<file path="src/rtl/bsg_link_sdr_reset_sequencer.sv">
// Ordered reset sequencer for a group of bsg_link_sdr channels and their core.
// Ports: clk_i, reset_n_i (sync active-low), restart_i in; five resets and done_o out.
module bsg_link_sdr_reset_sequencer #(
  parameter int token_cycles_p = 4,
  parameter int wait_cycles_p  = 8
) (
  input  logic clk_i,
  input  logic reset_n_i,
  input  logic restart_i,
  output logic async_token_reset_o,
  output logic async_uplink_reset_o,
  output logic async_downlink_reset_o,
  output logic async_downstream_reset_o,
  output logic core_reset_o,
  output logic done_o
);

  localparam int max_lp =
    (token_cycles_p > wait_cycles_p) ? token_cycles_p : wait_cycles_p;
  localparam int ctr_width_lp = $clog2(max_lp + 1);

  localparam logic [ctr_width_lp-1:0] token_last_lp =
    ctr_width_lp'(token_cycles_p - 1);
  localparam logic [ctr_width_lp-1:0] wait_last_lp =
    ctr_width_lp'(wait_cycles_p - 1);

  typedef enum logic [2:0] {
    eAssert,
    eToken,
    eTokenWait,
    eUplink,
    eDownlink,
    eDownstream,
    eDone
  } state_e;

  state_e                  state;
  logic [ctr_width_lp-1:0] cnt;
  logic                    last;

  // Only eToken uses the token length; every other timed state uses wait.
  always_comb begin
    last = 1'b0;
    if (state == eToken) last = (cnt == token_last_lp);
    else                 last = (cnt == wait_last_lp);
  end

  always_ff @(posedge clk_i) begin
    if (!reset_n_i) begin
      state                    <= eAssert;
      cnt                      <= '0;
      async_token_reset_o      <= 1'b0;
      async_uplink_reset_o     <= 1'b1;
      async_downlink_reset_o   <= 1'b1;
      async_downstream_reset_o <= 1'b1;
      core_reset_o             <= 1'b1;
      done_o                   <= 1'b0;
    end else begin
      unique case (state)
        eAssert: begin
          if (last) begin
            state               <= eToken;
            cnt                 <= '0;
            async_token_reset_o <= 1'b1;
          end else cnt <= cnt + 1'b1;
        end
        eToken: begin
          if (last) begin
            state               <= eTokenWait;
            cnt                 <= '0;
            async_token_reset_o <= 1'b0;
          end else cnt <= cnt + 1'b1;
        end
        eTokenWait: begin
          if (last) begin
            state                <= eUplink;
            cnt                  <= '0;
            async_uplink_reset_o <= 1'b0;
          end else cnt <= cnt + 1'b1;
        end
        eUplink: begin
          if (last) begin
            state                  <= eDownlink;
            cnt                    <= '0;
            async_downlink_reset_o <= 1'b0;
          end else cnt <= cnt + 1'b1;
        end
        eDownlink: begin
          if (last) begin
            state                    <= eDownstream;
            cnt                      <= '0;
            async_downstream_reset_o <= 1'b0;
          end else cnt <= cnt + 1'b1;
        end
        eDownstream: begin
          if (last) begin
            state        <= eDone;
            cnt          <= '0;
            core_reset_o <= 1'b0;
            done_o       <= 1'b1;
          end else cnt <= cnt + 1'b1;
        end
        eDone: begin
          if (restart_i) begin
            state                    <= eAssert;
            cnt                      <= '0;
            async_uplink_reset_o     <= 1'b1;
            async_downlink_reset_o   <= 1'b1;
            async_downstream_reset_o <= 1'b1;
            core_reset_o             <= 1'b1;
            done_o                   <= 1'b0;
          end
        end
        default: begin
          // Unused encoding: fall back to the full reset state.
          state                    <= eAssert;
          cnt                      <= '0;
          async_token_reset_o      <= 1'b0;
          async_uplink_reset_o     <= 1'b1;
          async_downlink_reset_o   <= 1'b1;
          async_downstream_reset_o <= 1'b1;
          core_reset_o             <= 1'b1;
          done_o                   <= 1'b0;
        end
      endcase
    end
  end

endmodule

</file>
<file path="config.mk">
export PLATFORM = sky130hd
export DESIGN_NAME = bsg_link_sdr_reset_sequencer
export DESIGN_NICKNAME = d
export VERILOG_FILES = /design/src/rtl/bsg_link_sdr_reset_sequencer.sv
export SDC_FILE = /design/constraint.sdc
export NUM_CORES = 1
export LEC_CHECK = 0
export BUFFER_PORTS_ARGS = -buffer_cell sky130_fd_sc_hd__buf_2
export CORE_ASPECT_RATIO = 2
export CORE_UTILIZATION = 25
export CTS_CLUSTER_DIAMETER = 200
export DETAILED_ROUTE_END_ITERATION = 7
export PLACE_DENSITY = 0.51
export SLEW_MARGIN = 30
export SYNTH_ARGS = -nofsm -noshare
export SYNTH_HDL_FRONTEND = slang
export SYNTH_SLANG_ARGS = --single-unit
</file>
<file path="constraint.sdc">
create_clock -name clk_i -period 1.66 [get_ports clk_i]
set_input_delay 0.083 -clock clk_i [delete_from_list [all_inputs] [get_ports clk_i]]
set_output_delay 0.083 -clock clk_i [all_outputs]
set_load 0.02 [all_outputs]
</file>
==> results of run 1 <==
cell usage after synthesis (2+ instances only):
library cell / number
dfxtp_1: 13
nand2b_1: 3
a21oi_1: 7
o21ai_1: 2
inv_1: 3
o41ai_1: 2
or3_1: 2
o2111ai_1: 2
o21ai_0: 2
nor2_1: 11
buf_2: 4
o211ai_1: 3
nand3_1: 3
nor3_1: 2
nand2_1: 9
cell families after synthesis:
kind of cell               share of synthesized area
AOI/OAI and AO/OA                              0.230
and+or+nand+nor                                0.270
muxes                                         0.0146
xor gates and xnor gates                      0.0256
buffers and inverters                         0.0620
DFF                                            0.380
adders and majority gates                     0.0182
placed cells by master, fill, tap and decap left out, types with 2 or more instances in the layout:
cell type,netlist,final
o21ai_0,2,2
o211ai_1,3,3
dfxtp_1,13,13
o2111ai_1,2,2
clkbuf_8,0,3
nand3_1,3,3
nand2b_1,3,3
o21ai_1,2,2
o41ai_1,2,2
nor2_1,11,11
a21oi_1,7,7
nand2_1,9,9
inv_1,3,3
buf_4,0,3
nor3_1,2,2
buf_2,4,8
or3_1,2,2
registers in the layout, summed over array words and instances (netlist names):
name                      cells
async_downlink_reset_o        1
async_downstream_reset_o      1
async_token_reset_o           1
async_uplink_reset_o          1
cnt                           4
core_reset_o                  1
done_o                        1
state                         3
through the flow:
step	total power, mW	instance area [µm²]
floorplan	0.391	686
finish	0.690	797
detailed placement	0.408	752
CTS	0.693	797
global route	0.719	797
global placement	0.408	752
worst reg2reg max path: stages (launching register included):
cell and delay (ps):
dfxtp_1 370, ha_1 220, nand2b_1 220, nor2_2 140, a21oi_1 80, a2111oi_2 320
area by class of cell:
cell class,count,share of cell area
tap,28,0.0440
timing repair buffer,11,0.0785
inverter,3,0.0141
multi-input combinational,64,0.480
clock buffer,4,0.0565
sequential,13,0.327
metal layers:
metal  routed length (µm)  track usage  share of wire  vias to the layer above
met1                  667        0.146           0.39                      308
met2                  942        0.223           0.55                       21
met5                    0            0              0                        -
li1                     -            -              -                      329
met3                   52       0.0175          0.031                        5
met4                   42       0.0724          0.025                        0
final timing paths:
kind | startpoint | to | slack (ps) | cells past startpoint
worst max-delay path | cnt[0] | async_token_reset_o | 200 | 5
worst max register to register | cnt[0] | async_token_reset_o | 200 | 5
worst min register to register | async_downlink_reset_o | async_downlink_reset_o | 450 | 2
worst min-delay path | reset_n_i | state[0] | 150 | 3
power by group:
part	internal [mW]	switching, mW
registers	0.322	0.0155
logic	0.0281	0.0366
clock network	0.170	0.118
==> out/results.ini, run 1 <==
[clock_network]
cts.clk_slew.worst_paths_ps=60
cts_tree=yes
cts_resized=0
clock_sinks=13
cts_htree_levels=1
cts_setup_buffers=0
holdBufCountCts=0
clockRootBuffer=clkbuf_8
cts_buffers=3
clockBufferDepth=2
clk_latency_ps=240

[sta]
fin_worst_skew_ps=3.73
hold_viol_final=0
max_slew_margin=0.729
drv_slew=0
rsz0062_at_grt=no
worst_pin_slew_ps=407
min_period_ps=1460
fmax_ghz=0.687
fin_crit_sh=0.877
fin_tns_setup_ps=0
layout_setup_ws_ps=204
whs_ps=152
setup_viol=0

[place]
gp_congestion=0.824
dp_hpwl_mm=1.29
portBuffers=8
dp_slack_ps=220
dp_cells=119

[synthesis]
syn-cell-area_um2=686
post_synth.cell_area_avg_um2=8.07
synth_cells=85
synth-seq-cells=13
synth_nets=89
yosysSeqAreaShare=0.380
synthFlopType=dfxtp_1
synth_cell_types=32
netlist_top_cells_area=dfxtp_1 38%, nor2_1 6.0%, a21oi_1 5.1%
yosys.area.top_type=dfxtp_1
yosysWarningCount=0
synth-edff-count=0
async_flop_share=0
yosysTopAreaCellShare=0.380

[floorplanning]
ios=9
die_h_um=76.1
die_area_um2=2970
core_um2=2570
start_util=0.267
rows=26
dieWidth_um=39.0

[layout]
insertedDiodeCount=0
fin_nets=100
layout-drive-gt1-share=0.168
post-route-util=0.310
ff_latch_area_um2=260
multiInputGateArea_um2=383
stdcell_count=123
syn2layout_area_growth_pct=16.2
fillers=281

[setup_path]
worst_ep_required_time_ps=1800
worst_path_largest_cell_delay_ps=370
worst-path-buf-inv=0
critical_path_arrival_ps=1600
end_kind=register
path_cells=ha_1 > nand2b_1 > nor2_2 > a21oi_1 > a2111oi_2
path_delay_family=compound AO/OA/AOI/OAI gates
startpoint_type=register
crit_slowest_cell=dfxtp_1
path_class=register to register
crit_path_max_fanout=8

[power]
p_per_area_nw_per_um2=865
p_leak_nw=0.301
ir_drop_v=0.000485

[status]
outcome=finished clean

[detailed_routing]
drc=0
drt_iter0_markers=21
drt_pass1_iterations=4
wire_per_inst_um=13.9
wl_mm=1.70
num_vias=663
vias_per_cell=5.39
ant_nets=0

[global_routing]
grt.total_usage=0.132
antenna_found_initial=0
gr-total-overflow=0
grt_pass1_wl_mm=2.82
grt_max_degree=12
first_global_vias=611

[flow_run]
cap_violations=0

[min_path]
hold_path.class=input port to register

Power figures use the tool's default switching activity.
==> inputs of run 2 (changes only) <==
--- a/config.mk
+++ b/config.mk
@@ -5,12 +5,12 @@
 export SDC_FILE = /design/constraint.sdc
 export NUM_CORES = 1
 export LEC_CHECK = 0
+export ABC_AREA = 1
 export BUFFER_PORTS_ARGS = -buffer_cell sky130_fd_sc_hd__buf_2
-export CORE_ASPECT_RATIO = 2
-export CORE_UTILIZATION = 25
+export CORE_UTILIZATION = 40
 export CTS_CLUSTER_DIAMETER = 200
 export DETAILED_ROUTE_END_ITERATION = 7
-export PLACE_DENSITY = 0.51
+export PLACE_DENSITY = 0.69
 export SLEW_MARGIN = 30
 export SYNTH_ARGS = -nofsm -noshare
 export SYNTH_HDL_FRONTEND = slang
==> out/results.ini, run 2 <==
[clock_network]
clockBufferDepth=2
clk_latency_ps=270
cts_htree_levels=1
holdBufCountCts=0
clockRootBuffer=clkbuf_4
cts_buffers=3
cts.clk_slew.worst_paths_ps=80
cts_setup_buffers=0
cts_resized=0
cts_tree=yes
clock_sinks=13

[layout]
largest_register_ffs=4
syn2layout_area_growth_pct=11.9
fin_nets=109
final_common_cell=nand2_1
fillers=165
insertedDiodeCount=0
reg_top3=cnt x4, state x3
regMostFlops=cnt
layout-drive-gt1-share=0.192
final_area_um2=743
final_cell_mix=23 x nand2_1, 13 x dfxtp_1, 11 x nor2_1, 10 x inv_1, 8 x buf_2

[global_routing]
grt.total_usage=0.156
first_global_vias=495
gr-total-overflow=0
antenna_found_initial=0
grt_pass1_wl_mm=2.12
grt_max_degree=9

[synthesis]
yosys.area.top_type=dfxtp_1
synth-edff-count=0
syn-cell-area_um2=664
netlist_top_cells_area=dfxtp_1 39%, nand2_1 13%, nor2_1 6.2%
post_synth.cell_area_avg_um2=7.14
yosysWarningCount=0
synth_cells=93
synth_most_common_cell=nand2_1
synthFlopType=dfxtp_1
yosysSeqAreaShare=0.392
synth_commonest_cells=23 x nand2_1, 13 x dfxtp_1, 11 x nor2_1
yosysTopAreaCellShare=0.392
synth-seq-cells=13
synth_cell_types=23
synth_nets=97
async_flop_share=0

[detailed_routing]
ant_nets=0
drt_iter0_markers=16
num_vias=590
vias_per_cell=4.92
wire_per_inst_um=11.0
drc=0
drt_pass1_iterations=4
wl_mm=1.33

[sta]
fin_crit_sh=0.860
setup_viol=0
drv_slew=0
whs_ps=57.1
fin_worst_skew_ps=5.65
max_slew_margin=0.787
min_period_ps=1430
worst_pin_slew_ps=319
fmax_ghz=0.701
fin_tns_setup_ps=0
hold_viol_final=0
rsz0062_at_grt=no

[setup_path]
worst-path-buf-inv=1
path_class=register to register
crit_slowest_cell=dfxtp_1
crit_end=cnt[3]
path_delay_family=flip-flops
r2r_slack_ps=230
critPathLaunch=state[0]
startpoint_type=register
end_kind=register
worstRegToRegCells=7
crit_cells=7
crit_path_max_fanout=8
worst_ep_required_time_ps=1830
path_cells=inv_2 > nor2_2 > nand2_1 > nand2_2 > nand3_4 > a21oi_1 > nor2_1
worst_path_largest_cell_delay_ps=510
r2r-start=state[0]
critical_path_arrival_ps=1590
r2r_end=cnt[3]

[power]
p_leak_nw=0.342
ir_drop_v=0.000561
p_per_area_nw_per_um2=744

[floorplanning]
die_h_um=42.8
ios=9
core_um2=1520
dieWidth_um=42.8
die_area_um2=1830
start_util=0.436
rows=14

[place]
placed_cell_area_um2=717
dp_hpwl_um=999
gp_congestion=0.903
portBuffers=8

[flow_run]
cap_violations=0

[min_path]
hold_path.class=input port to register

[status]
outcome=finished clean

-- run 2: changes by cell type in the layout (fill, tap and decap cells not counted), moves of 3 or more --
cell,change
nand2_1,+14
inv_1,+7
buf_4,-3
clkbuf_4,+3
clkbuf_8,-3
inv_2,+3
nand2b_1,-3
nand3_1,+3
-- run 2: layout make-up --
type / count / area (µm²) / share of cell area
multi-input combinational: 66 / 348 / 0.468
sequential: 13 / 260 / 0.350
tap: 16 / 20.0 / 0.0269
clock buffer: 4 / 26.3 / 0.0354
timing repair buffer: 8 / 40.0 / 0.0539
inverter: 13 / 48.8 / 0.0657
-- run 2: worst min path at each step --
stage                    to  depth (start not counted)  startpoint
2_1_floorplan  core_reset_o                          1   reset_n_i
3_3_place_gp   core_reset_o                          2   reset_n_i
3_5_place_dp   core_reset_o                          2   reset_n_i
4_1_cts        core_reset_o                          2   reset_n_i
5_1_grt        core_reset_o                          2   reset_n_i
6_report       core_reset_o                          2   reset_n_i
-- run 2: logic make-up (layout without fill, tap and decap cells) --
| group | count (synthesis) | after routing | share of synthesized area |
|---|---|---|---|
| AO/OA/AOI/OAI | 13 | 13 | 0.105 |
| AND/OR/NAND/NOR | 51 | 51 | 0.386 |
| XOR/XNOR | 1 | 1 | 0.0132 |
| buffers and inverters | 14 | 25 | 0.0848 |
| flip-flops | 13 | 13 | 0.392 |
| adder cells (fa/ha/maj) | 1 | 1 | 0.0188 |
-- run 2: power breakdown --
group	leakage [nW]	total, mW	internal [mW]	switching (mW)
logic	0.222	0.0371	0.0131	0.0240
registers	0.106	0.326	0.319	0.00747
clock network	0.0150	0.190	0.0931	0.0967
-- run 2: worst register-to-register path: stages (launching register included) --
cell and delay [ps]:
dfxtp_1 510, inv_2 90, nor2_2 150, nand2_1 80
nand2_2 90, nand3_4 110, a21oi_1 220, nor2_1 70
-- run 2: metal layers --
layer,vias to the layer above,track usage,wire length (µm)
li1,321,-,-
met1,256,0.211,690
met2,13,0.230,574
met3,0,0.0766,61
met4,0,0.0188,0
met5,-,0,0
-- run 2: metrics by stage --
stage / util / setup WS (ps) / std cells / power (mW)
floorplan: - / 466 / 93 / 0.358
finish: 0.488 / 233 / 120 / 0.553
global placement: 0.470 / 312 / 116 / 0.368
detailed placement: 0.470 / 250 / 116 / 0.370
global route: 0.488 / 115 / 120 / 0.576
CTS: 0.488 / 233 / 120 / 0.561
==> inputs of run 3 (changes only) <==
--- a/config.mk
+++ b/config.mk
@@ -7,10 +7,11 @@
 export LEC_CHECK = 0
 export ABC_AREA = 1
 export BUFFER_PORTS_ARGS = -buffer_cell sky130_fd_sc_hd__buf_2
-export CORE_UTILIZATION = 40
+export CORE_AREA = 2 2 39 41
 export CTS_CLUSTER_DIAMETER = 200
 export DETAILED_ROUTE_END_ITERATION = 7
-export PLACE_DENSITY = 0.69
+export DIE_AREA = 0 0 41 43
+export PLACE_DENSITY = 0.81
 export SLEW_MARGIN = 30
 export SYNTH_ARGS = -nofsm -noshare
 export SYNTH_HDL_FRONTEND = slang
==> out/results.ini, run 3 (same netlist as run 2, synthesis figures left out) <==
[clock_network]
cts_buffers=3
holdBufCountCts=0
clock_sinks=13
cts.clk_slew.worst_paths_ps=80
clockBufferDepth=2
cts_setup_buffers=0
clk_latency_ps=260
cts_resized=0
cts_htree_levels=1
clockRootBuffer=clkbuf_4
cts_tree=yes

[sta]
rsz0062_at_grt=no
drv_slew=0
fin_worst_skew_ps=1.25
fin_tns_setup_ps=0
worst_pin_slew_ps=316
hold_viol_final=0
setup_viol=0
max_slew_margin=0.789
fin_crit_sh=0.857
min_period_ps=1420
fmax_ghz=0.703

[layout]
final_cell_mix=23 x nand2_1, 13 x dfxtp_1, 11 x nor2_1, 10 x inv_1, 8 x buf_2
regMostFlops=cnt
reg_top3=cnt x4, state x3
insertedDiodeCount=0
largest_register_ffs=4
syn2layout_area_growth_pct=11.9
final_common_cell=nand2_1
fin_nets=109
final_area_um2=743
layout-drive-gt1-share=0.192

[detailed_routing]
num_vias=635
wire_per_inst_um=11.3
drt_pass1_iterations=4
vias_per_cell=5.29
ant_nets=0
drt_iter0_markers=30
drc=0
wl_mm=1.35

[setup_path]
startpoint_type=register
r2r_end=cnt[3]
r2r_slack_ps=240
crit_path_max_fanout=8
critical_path_arrival_ps=1580
end_kind=register
r2r-start=state[0]
worst_ep_required_time_ps=1820
path_class=register to register
worstRegToRegCells=7

[power]
fin_total_pwr_mw=0.549
ir_drop_v=0.000471
p_leak_nw=0.342
p_per_area_nw_per_um2=739

[global_routing]
grt_use_met2=0.266
grt.busiest_layer=met2
gr-total-overflow=0
grt_max_degree=9
antenna_found_initial=0
grt.total_usage=0.186
first_global_vias=565
grt_pass1_wl_mm=2.27
grt_use_met3=0.0524
use_met1=0.245

[floorplanning]
core_um2=1380
rows=14
die_area_um2=1760
start_util=0.480
ios=9
dieWidth_um=41
die_h_um=43

[place]
dp_hpwl_mm=1.05
gp_congestion=0.871
portBuffers=8
placed_cell_area_um2=717

[flow_run]
cap_violations=0

[min_path]
hold_depth=2
hold_path.class=input port to register
worst_hold_startpoint=reset_n_i
whs_endpoint=core_reset_o

[status]
outcome=finished clean

==> run 3: per-layer routing <==
metal,vias up,part of all wire
met2,20,0.49
met5,-,0
met1,281,0.45
li1,328,-
met4,0,0.017
met3,6,0.047
==> run 3: worst max-delay path, stage by stage (launching register included) <==
cell	delay, ps
dfxtp_1	510
inv_2	80
nor2_2	150
nand2_1	90
nand2_2	90
nand3_4	110
a21oi_1	210
nor2_1	70
==> run 3: worst max path at each step <==
stage	start	cells after the start	slack (ps)	to
floorplan	state[0]	10	470	state[1]
global placement	state[0]	9	320	state[1]
detailed placement	state[0]	7	270	cnt[3]
CTS	state[0]	7	250	cnt[3]
global route	state[0]	7	130	cnt[3]
finish	state[0]	7	240	cnt[3]
==> run 3: layout make-up <==
class	count	area, µm²
Tap cell	16	20.0
Inverter	13	48.8
Timing Repair Buffer	8	40.0
Fill cell	136	641
Sequential cell	13	260
Clock buffer	4	26.3
Multi-Input combinational cell	66	348
==> run 3: through the flow <==
step	hold slack [ps]	util	instances	setup slack [ps]
6_report	71.7	0.537	120	238
4_1_cts	67.0	0.537	120	253
3_3_place_gp	334	0.518	116	324
5_1_grt	62.4	0.537	120	127
2_1_floorplan	152	-	93	466
3_5_place_dp	342	0.518	116	266
==> run 3: power by group <==
part | leakage (nW) | total [mW] | internal (mW) | switching [mW]
logic | 0.222 | 0.0368 | 0.0131 | 0.0238
registers | 0.106 | 0.326 | 0.319 | 0.00783
clock network | 0.0150 | 0.186 | 0.0927 | 0.0934
